<file path="src/rtl/fetch_pkg.sv">
// Shared definitions for the fetch stage: FSM state encoding, next-PC
// select codes, the NOOP word and a sign-extension helper.
package fetch_pkg;

    typedef enum logic [1:0] {
        S_IDLE  = 2'd0,
        S_FETCH = 2'd1,
        S_VALID = 2'd2
    } state_t;

    localparam logic [1:0] PCSRC_SEQ  = 2'b00;
    localparam logic [1:0] PCSRC_BR   = 2'b01;
    localparam logic [1:0] PCSRC_JMP  = 2'b10;
    localparam logic [1:0] PCSRC_HOLD = 2'b11;

    localparam logic [31:0] NOOP = 32'h0000_0000;

    // Word offset from an I-type imm16 widened to PC width.
    function automatic logic signed [31:0] sext16(input logic signed [15:0] v);
        return {{16{v[15]}}, v};
    endfunction

endpackage

</file>
<file path="src/rtl/fetch_npc.sv">
// Next-PC selection for the fetch stage. Purely combinational.
// Ports:
//   i_pc         current word-indexed PC
//   i_pc_src     select: SEQ (PC+1), BR (PC+1+offset), JMP (region jump), HOLD
//   i_branch_off signed branch offset in words
//   i_jump_tgt   26-bit jump target in words
//   o_npc        selected next PC (modulo 2^32)
//   o_pc_plus1   PC+1
module fetch_npc
    import fetch_pkg::*;
(
    input  logic        [31:0] i_pc,
    input  logic        [1:0]  i_pc_src,
    input  logic signed [15:0] i_branch_off,
    input  logic        [25:0] i_jump_tgt,
    output logic        [31:0] o_npc,
    output logic        [31:0] o_pc_plus1
);

    logic [31:0] w_pc_plus1;
    logic [31:0] w_branch_tgt;

    assign w_pc_plus1   = i_pc + 32'd1;
    // Unsigned add of the sign-extended offset wraps exactly like a signed add.
    assign w_branch_tgt = w_pc_plus1 + 32'(sext16(i_branch_off));
    assign o_pc_plus1   = w_pc_plus1;

    always_comb begin
        o_npc = i_pc;
        case (i_pc_src)
            PCSRC_SEQ:  o_npc = w_pc_plus1;
            PCSRC_BR:   o_npc = w_branch_tgt;
            // Jumps stay inside the current 2^26-word region.
            PCSRC_JMP:  o_npc = {i_pc[31:26], i_jump_tgt};
            PCSRC_HOLD: o_npc = i_pc;
            default:    o_npc = i_pc;
        endcase
    end

endmodule

</file>
<file path="src/rtl/fetch_unit.sv">
// Fetch stage of the multi-cycle CPU. Owns the PC, latches the instruction
// returned by the combinational instruction memory into IR after FETCH_LAT
// cycles, and offers it to decode over a valid/ready handshake. Next-PC
// commits happen only on pc_update pulses from control.
// Ports:
//   clk, rst_n   clock and synchronous active-low reset
//   fetch_req    level request to start a fetch from S_IDLE
//   PC           registered PC to instruction memory
//   Instruction  memory read data for PC
//   IR, ir_valid latched instruction and its valid flag
//   ir_ready     decode accepts IR
//   pc_update    commit next PC selected by pc_src/branch_off/jump_tgt
//   PCPlus1      PC+1 for link/debug
//   upd_drop     sticky flag: a pc_update was ignored during a fetch
module fetch_unit
    import fetch_pkg::*;
#(
    parameter logic [31:0] RESET_PC  = 32'd0,
    parameter int          FETCH_LAT = 1
) (
    input  logic        clk,
    input  logic        rst_n,
    input  logic        fetch_req,
    output logic [31:0] PC,
    input  logic [31:0] Instruction,
    output logic [31:0] IR,
    output logic        ir_valid,
    input  logic        ir_ready,
    input  logic        pc_update,
    input  logic [1:0]  pc_src,
    input  logic [15:0] branch_off,
    input  logic [25:0] jump_tgt,
    output logic [31:0] PCPlus1,
    output logic        upd_drop
);

    generate
        if (FETCH_LAT < 1 || FETCH_LAT > 15) begin : g_bad_lat
            $error("fetch_unit: FETCH_LAT must be in 1..15");
        end
    endgenerate

    localparam logic [3:0] CNT_LOAD = 4'(FETCH_LAT - 1);

    state_t      r_state;
    state_t      w_next_state;
    logic [3:0]  r_cnt;
    logic [31:0] r_pc;
    logic [31:0] r_ir;
    logic        r_ir_valid;
    logic        r_upd_drop;

    logic [31:0] w_npc;
    logic [31:0] w_pc_plus1;

    logic        w_pc_commit;
    logic        w_fetch_start;
    logic        w_capture;
    logic        w_accept;
    logic        w_drop;

    fetch_npc u_npc (
        .i_pc         (r_pc),
        .i_pc_src     (pc_src),
        .i_branch_off (branch_off),
        .i_jump_tgt   (jump_tgt),
        .o_npc        (w_npc),
        .o_pc_plus1   (w_pc_plus1)
    );

    // State register
    always_ff @(posedge clk) begin
        if (!rst_n) begin
            r_state <= S_IDLE;
        end else begin
            r_state <= w_next_state;
        end
    end

    // Next-state logic; pc_update wins over fetch_req in S_IDLE.
    always_comb begin
        w_next_state = r_state;
        case (r_state)
            S_IDLE:  if (!pc_update && fetch_req) w_next_state = S_FETCH;
            S_FETCH: if (r_cnt == 4'd0)           w_next_state = S_VALID;
            S_VALID: if (ir_ready)                w_next_state = S_IDLE;
            default:                              w_next_state = S_IDLE;
        endcase
    end

    // Per-state control strobes for the datapath registers.
    always_comb begin
        w_pc_commit   = 1'b0;
        w_fetch_start = 1'b0;
        w_capture     = 1'b0;
        w_accept      = 1'b0;
        w_drop        = 1'b0;
        case (r_state)
            S_IDLE: begin
                w_pc_commit   = pc_update;
                w_fetch_start = !pc_update && fetch_req;
            end
            S_FETCH: begin
                // PC is frozen while memory is being read.
                w_capture = (r_cnt == 4'd0);
                w_drop    = pc_update;
            end
            S_VALID: begin
                w_pc_commit = pc_update;
                w_accept    = ir_ready;
            end
            default: ;
        endcase
    end

    always_ff @(posedge clk) begin
        if (!rst_n) begin
            r_pc       <= RESET_PC;
            r_ir       <= NOOP;
            r_ir_valid <= 1'b0;
            r_upd_drop <= 1'b0;
            r_cnt      <= 4'd0;
        end else begin
            if (w_pc_commit) begin
                r_pc <= w_npc;
            end

            if (w_fetch_start) begin
                r_cnt <= CNT_LOAD;
            end else if (r_state == S_FETCH && r_cnt != 4'd0) begin
                r_cnt <= r_cnt - 4'd1;
            end

            if (w_capture) begin
                r_ir       <= Instruction;
                r_ir_valid <= 1'b1;
            end else if (w_accept) begin
                r_ir_valid <= 1'b0;
            end

            if (w_drop) begin
                r_upd_drop <= 1'b1;
            end
        end
    end

    assign PC       = r_pc;
    assign IR       = r_ir;
    assign ir_valid = r_ir_valid;
    assign PCPlus1  = w_pc_plus1;
    assign upd_drop = r_upd_drop;

endmodule

</file>
<file path="config.mk">
export PLATFORM = sky130hd
export DESIGN_NAME = fetch_unit
export DESIGN_NICKNAME = d
export VERILOG_FILES = /design/src/rtl/fetch_pkg.sv /design/src/rtl/fetch_npc.sv /design/src/rtl/fetch_unit.sv
export SDC_FILE = /design/constraint.sdc
export NUM_CORES = 1
export LEC_CHECK = 0
export ABC_AREA = 1
export CORE_UTILIZATION = 45
export CTS_CLUSTER_SIZE = 10
export DETAILED_ROUTE_END_ITERATION = 12
export GPL_TIMING_DRIVEN = 0
export PLACE_DENSITY = 0.76
export SLEW_MARGIN = 25
export SYNTH_ARGS = -nofsm -noshare
export SYNTH_HDL_FRONTEND = slang
export SYNTH_SLANG_ARGS = --single-unit
</file>
<file path="constraint.sdc">
create_clock -name clk -period 5.25 [get_ports clk]
set_input_delay 0.525 -clock clk [delete_from_list [all_inputs] [get_ports clk]]
set_output_delay 0.525 -clock clk [all_outputs]
set_load 0.01 [all_outputs]
</file>
* Word level (Yosys, flattened, before mapping) *
Cells that the tools add are included.

storage, ports and cells
  flip-flop bits (word level) = 72
  input port bits = 81
  output and inout bits = 98
  word-level logic and storage cells = 46

operators by class
  add/subtract/negate cells = 3
  eq/ne operators = 8
  mux-type cells = 12
  bitwise operators = 3
  reduce and logical (&&, ||, !) cells = 13

operators with widths
  operator               number
  $pmux 32 s3            1
  $add 32x1->32 const B  1
  $add 32x32->32         1
  $mux 1                 7
  $eq 2x2->1 const B     3
  $mux 2                 3
  $ne 2x2->1 const B     3
  $pmux 2 s3             1
  $reduce_and 3->1       2
  $eq 2x1->1 const B     2
  $logic_not 2->1        2
  $logic_not 4->1        1
  $reduce_bool 4->1      1
  $reduce_or 2->1        2
  $sub 4x1->4 const B    1
  $not 1->1              3
  $logic_and 1x1->1      2
  $reduce_and 2->1       1
  $reduce_bool 2->1      1
  $logic_not 1->1        1

* Depth between registers and ports, before layout *
  depth in word-level cells = 4
  gate-level depth with buffers = 22
  depth with buffers taken out = 22

* By module *
A second synthesis with hierarchy kept.

second synthesis, totals
  cells, all modules = 1187
  area total of the unflattened synthesis = 6735.2 um^2

by module, submodules not included
  module      instances  cells an instance  area each (um^2)  sequential area each (um^2)
  fetch_npc   1          855                4137.7            0.0
  fetch_unit  1          332                2597.5            1441.4

* Least setup slack after synthesis *
Ideal clock, no wire load.

  path type = flip-flop to flip-flop
  start = register r_pc[1] (netlist: PC[1])
  end = register r_pc[27] (netlist: PC[27])
  library setup time = 0.070 ns
  data arrival time = 2.691 ns
  data required time = 5.180 ns
  setup slack = 2.489 ns
  stages on the path, launching flop included = 20
  buffers on the path = 0
  period minus slack after synthesis = 2.761 ns
  cell sequence = dfxtp_1 -> ha_1 -> nand2_1 -> inv_1 -> nand2_1 -> nor2_2 -> nand3_1 -> xnor2_1 -> ha_1 -> nand2_1 -> inv_1 -> nand2_1 -> nand2_1 -> a21oi_1 -> o21ai_0 -> nor2_1 -> nand2_1 -> nand2_1 -> nand3_1 -> a21oi_1

between the ends
  cells in the longest elaborated chain, start to end = 3

RTL lines
  element                 RTL line           source
  from (decl)             fetch_unit.sv:48   logic [31:0] r_pc;
  from (signal assigned)  fetch_unit.sv:125  r_pc <= w_npc;
  $add 32x1->32           fetch_npc.sv:23    assign w_pc_plus1 = i_pc + 32'd1;
  named net PCPlus1[14]   fetch_unit.sv:33   output logic [31:0] PCPlus1,
  $add 32x32->32          fetch_npc.sv:25    assign w_branch_tgt = w_pc_plus1 + 32'(sext16(i_branch_off));
  $pmux 32 s3             fetch_npc.sv:30    case (i_pc_src)

The timed path passes the listed nets, and every way through them passes these cells.
A chain may end at the register's enable or synchronous reset.

* Worst setup path after layout *
  start = register r_pc[1] (netlist: PC[1])
  end = register r_pc[22] (netlist: PC[22])

between the ends
  cells in the longest elaborated chain, start to end = 3

RTL lines
  element            RTL line
  $add 32x1->32 (*)  fetch_npc.sv:23
  $add 32x32->32     fetch_npc.sv:25
  $pmux 32 s3 (*)    fetch_npc.sv:30

Mark *: on every way between the ends. The rest lies on a longest branch, timed or not.

==> metrics.md <==
| Metric | Value |
|---|---|
| Post-cts sizing count | 0 |
| Tcrit/Tclk final | between 60% and 70% |
| Ratio of cells with drive above 1 in the final layout | under 10% |
| Main synth FF type | dfxtp_1 |
| Die Area | 14900 µm² |
| Post-synth ARST share | 0% |
| Met2 wire length | 11.0 mm |
| Max stage delay on crit path | ~400 ps |
| Vias in the first global route | 7257 |
| Biggest area consumer among synthesized cells | dfxtp_1 |
| Final setup vio count | 0 |
| CTS tree | built |
| Clk pwr share | 30.2% |
| Final-stage net count | approximately 1.4k |
| Post-synth EDFFs | 0 |
| Sequential Power Share | between 30% and 40% |
| Top delay family on crit path | simple AND/OR/NAND/NOR gates |
| CP cell instances | ha_1 > nand2_1 > nor2_1 > nand2_1 > nor2_1 > xor2_1 > inv_1 > ha_1 > nand2_1 > nor2_1 > nand2_1 > nor2_1 > nand2_1 > nand3_1 > nand2_1 > nand3_1 > nand2_1 > nand2_1 > a21oi_1 |
| DR WL/cell | between 15 and 20 µm |
| Top-area cell type share of the netlist area | around 22% |
| DRT Wirelength | between 20 and 25 mm |
| RSZ-0062 raised after global routing | no |
| Reg2Reg Setup Slack | 1610 ps |
| Cells after synthesis | roughly 1.1k |
| Layout area overhead | 34.7% |
| DRC Markers | 0 |
| Crit start category | flip-flop |
| Outcome | complete, no violations |
| Crit-path slowest cell | dfxtp_1 |
| Top-Level Pins | roughly 180 |
| Buffers on Ports | about 180 |
| Top-count cell post-synth | nand2_1 |
| Total power draw | 0.00181 W |
| Core ar. | between 10000 and 15000 µm² |
| Initial detailed-routing violation count | 676 |
| CP Buf/Inv Count | 1 |
| Synth Net Count | roughly 1.3k |
| Die X | ~120 µm |
| Seq/Total Area, Yosys | about 22% |
| Longest Clk Path Bufs | 2 |
| Non-filler cells, final | approximately 1.5k |
| Synth cell types | 41 |
| Post-CTS Setup Inserts | 0 |
| Clock slew at reported path FFs | 60 ps |
| Maximum vdd drop | around 250 µV |
| Slew HR | between 40% and 50% |
| Gpl congestion | between 0.9 and 1 |
| Depth of the CTS H-tree | 3 |
| GRT overflow | 0 |
| P per Cell Area | 208 nW/µm² |
| Net Sw Frac | 35.5% |
| CTS root buffer | clkbuf_16 |
| Placed cell count | 1496 |
| Gr usage total | 32.9% |
| Filler instances | 1421 |
| Vias post-DR | around 8.0k |
| Initial antenna violation count | 0 |
| Clock sinks | between 70 and 80 |
| Setup TNS | 0 ps |
| Skew-Pair Late Insertion Delay | 330 ps |
| Mean Syn Cell Area | about 5.7 µm² |
| Worst path required time | 5450 ps |
| Post-DRT Antenna Nets | 0 |
| Flop and latch count out of synthesis | around 70 |
| Max Used Layer | met4 |
| Dpl ws | 1690 ps |
| Combinational power share | 35.6% |
| WS Path Type | flip-flop to flip-flop |
| Hold/Removal Path Class | flip-flop to flip-flop |
| Max cap viols | 0 |
| Metal3 WL | 1.64 mm |
| Endpoint class of the critical path | flip-flop |
| Synth warnings | 0 |
| # diodes | 0 |
| P_leak | 4.11 nW |
| Post-Syn Area | around 6500 µm² |
| Initial Utilization | about 46% |
| Net Sw Power | ~0.00064 W |
| Arrival time at the worst endpoint | around 3800 ps |
| Num rows | between 40 and 50 |
| Slew @ Worst Pin | between 800 and 900 ps |
| First-pass GRT wire length | ~37 mm |
| Met1 wire length | 10.5 mm |
| Crit-path max FO | 5 |
| Drt via density | 5.27 |
| Top post-synthesis cells by count | nand2_1 (340), inv_1 (157), nor2_1 (157) |
| Final Max Slew Viols | 0 |
| Final hold viol count | 0 |
| Detail Placement HPWL | roughly 20 mm |
| Pint | 0.00117 W |
| Setup slack after layout | 1610 ps |
| Largest net degree at the start of global routing | 20 |
| Fin Clk Skew | 4.20 ps |
| Fmax | 275 MHz |
| Cts hold-fix bufs | 0 |
| CTS Buf Count | 9 |
| Cell mode on critical path | nand2_1 |
| Tmin final | 3640 ps |
| Chip Height | 122 µm |
| DRT Pass-1 Iters | 5 |
| Top cells by area, synth | dfxtp_1 (22%), nand2_1 (20%), inv_1 (9.1%) |
worst register-to-register path, cell delays in order, from the launching register on:
cell and delay [ps]:
dfxtp_1 410, ha_1 320, nand2_1 120, nor2_1 280, nand2_1 180, nor2_1 170
xor2_1 200, inv_1 120, ha_1 370, nand2_1 110, nor2_1 250, nand2_1 190
nor2_1 140, nand2_1 120, nand3_1 110, nand2_1 50, nand3_1 110, nand2_1 80
nand2_1 110, a21oi_1 70
logic make-up after synthesis:
kind of cell    count (synthesis)  share of synthesized area, %
xor+xnor                       15                          2.03
flops                          72                          22.2
fa+ha+maj                      39                          7.64
simple gates                  645                          42.3
buf+inv                       190                          11.1
compound gates                178                          14.6
flip-flops by register name, summed over array words and instances, names as in the netlist:
signal / cells
IR: 32
PC: 32
ir_valid: 1
r_cnt: 4
r_state: 2
upd_drop: 1
placed cells by master (no fill, tap or decap), drive strengths merged:
cell and n:
a211oi 2, a21o 3, a21oi 88, a221oi 1, a22oi 1, a31oi 7, and2 3, buf 8
clkbuf 31, clkdlybuf4s50 177, clkinv 5, clkinvlp 1, dfxtp 72, fa 1, ha 38, inv 160
nand2 344, nand3 88, nand3b 3, nand4 11, nor2 164, nor3 19, nor3b 1, nor4 3
o21ai 70, o21bai 4, o22ai 1, o31ai 1, or2 9, xnor2 4, xor2 11
per-layer routing:
| metal | up-vias | global-route usage (%) |
|---|---|---|
| li1 | 4015 | - |
| met1 | 3567 | 42.5 |
| met2 | 313 | 54.8 |
| met3 | 64 | 4.07 |
| met4 | 0 | 13.7 |
| met5 | - | 0 |
metrics by stage:
| step | util (%) | hold slack (ps) | area (µm²) |
|---|---|---|---|
| 3_5_place_dp | 60.6 | 455 | 8480 |
| 6_report | 62.4 | 467 | 8730 |
| 5_1_grt | 62.4 | 496 | 8730 |
| 4_1_cts | 62.4 | 469 | 8730 |
| 3_3_place_gp | 60.6 | 443 | 8480 |
| 2_1_floorplan | - | 445 | 6480 |
final cells by class:
| cell class | count | area (µm²) | share of cell area (%) |
|---|---|---|---|
| plain buffers | 28 | 114 | 1.30 |
| clock buffers | 11 | 233 | 2.66 |
| clock inverters | 4 | 22.5 | 0.258 |
| inverters | 162 | 608 | 6.96 |
| multi-input cells | 877 | 4320 | 49.4 |
| flip-flops and latches | 72 | 1440 | 16.5 |
| well taps | 180 | 225 | 2.58 |
| repair buffers | 177 | 1770 | 20.3 |
path summary, 6_finish.rpt:
path                      endpoint  cells past startpoint                  start
max            PC[22]$_SDFFE_PN0P_                     19     PC[1]$_SDFFE_PN0P_
min reg2reg  upd_drop$_SDFFE_PN0P_                      2  upd_drop$_SDFFE_PN0P_
min          upd_drop$_SDFFE_PN0P_                      2  upd_drop$_SDFFE_PN0P_
max reg2reg    PC[22]$_SDFFE_PN0P_                     19     PC[1]$_SDFFE_PN0P_
power by group through the flow:
| stage | clock network [W] | logic (W) | registers, W |
|---|---|---|---|
| after floorplan | 0 | 0.000339 | 0.000636 |
| after global placement | 0 | 0.000629 | 0.000629 |
| after detailed placement | 0 | 0.000634 | 0.000630 |
| after CTS | 0.000554 | 0.000637 | 0.000619 |
| after global routing | 0.000578 | 0.000710 | 0.000624 |
| final | 0.000546 | 0.000645 | 0.000620 |
Power figures use the tool's default switching activity.
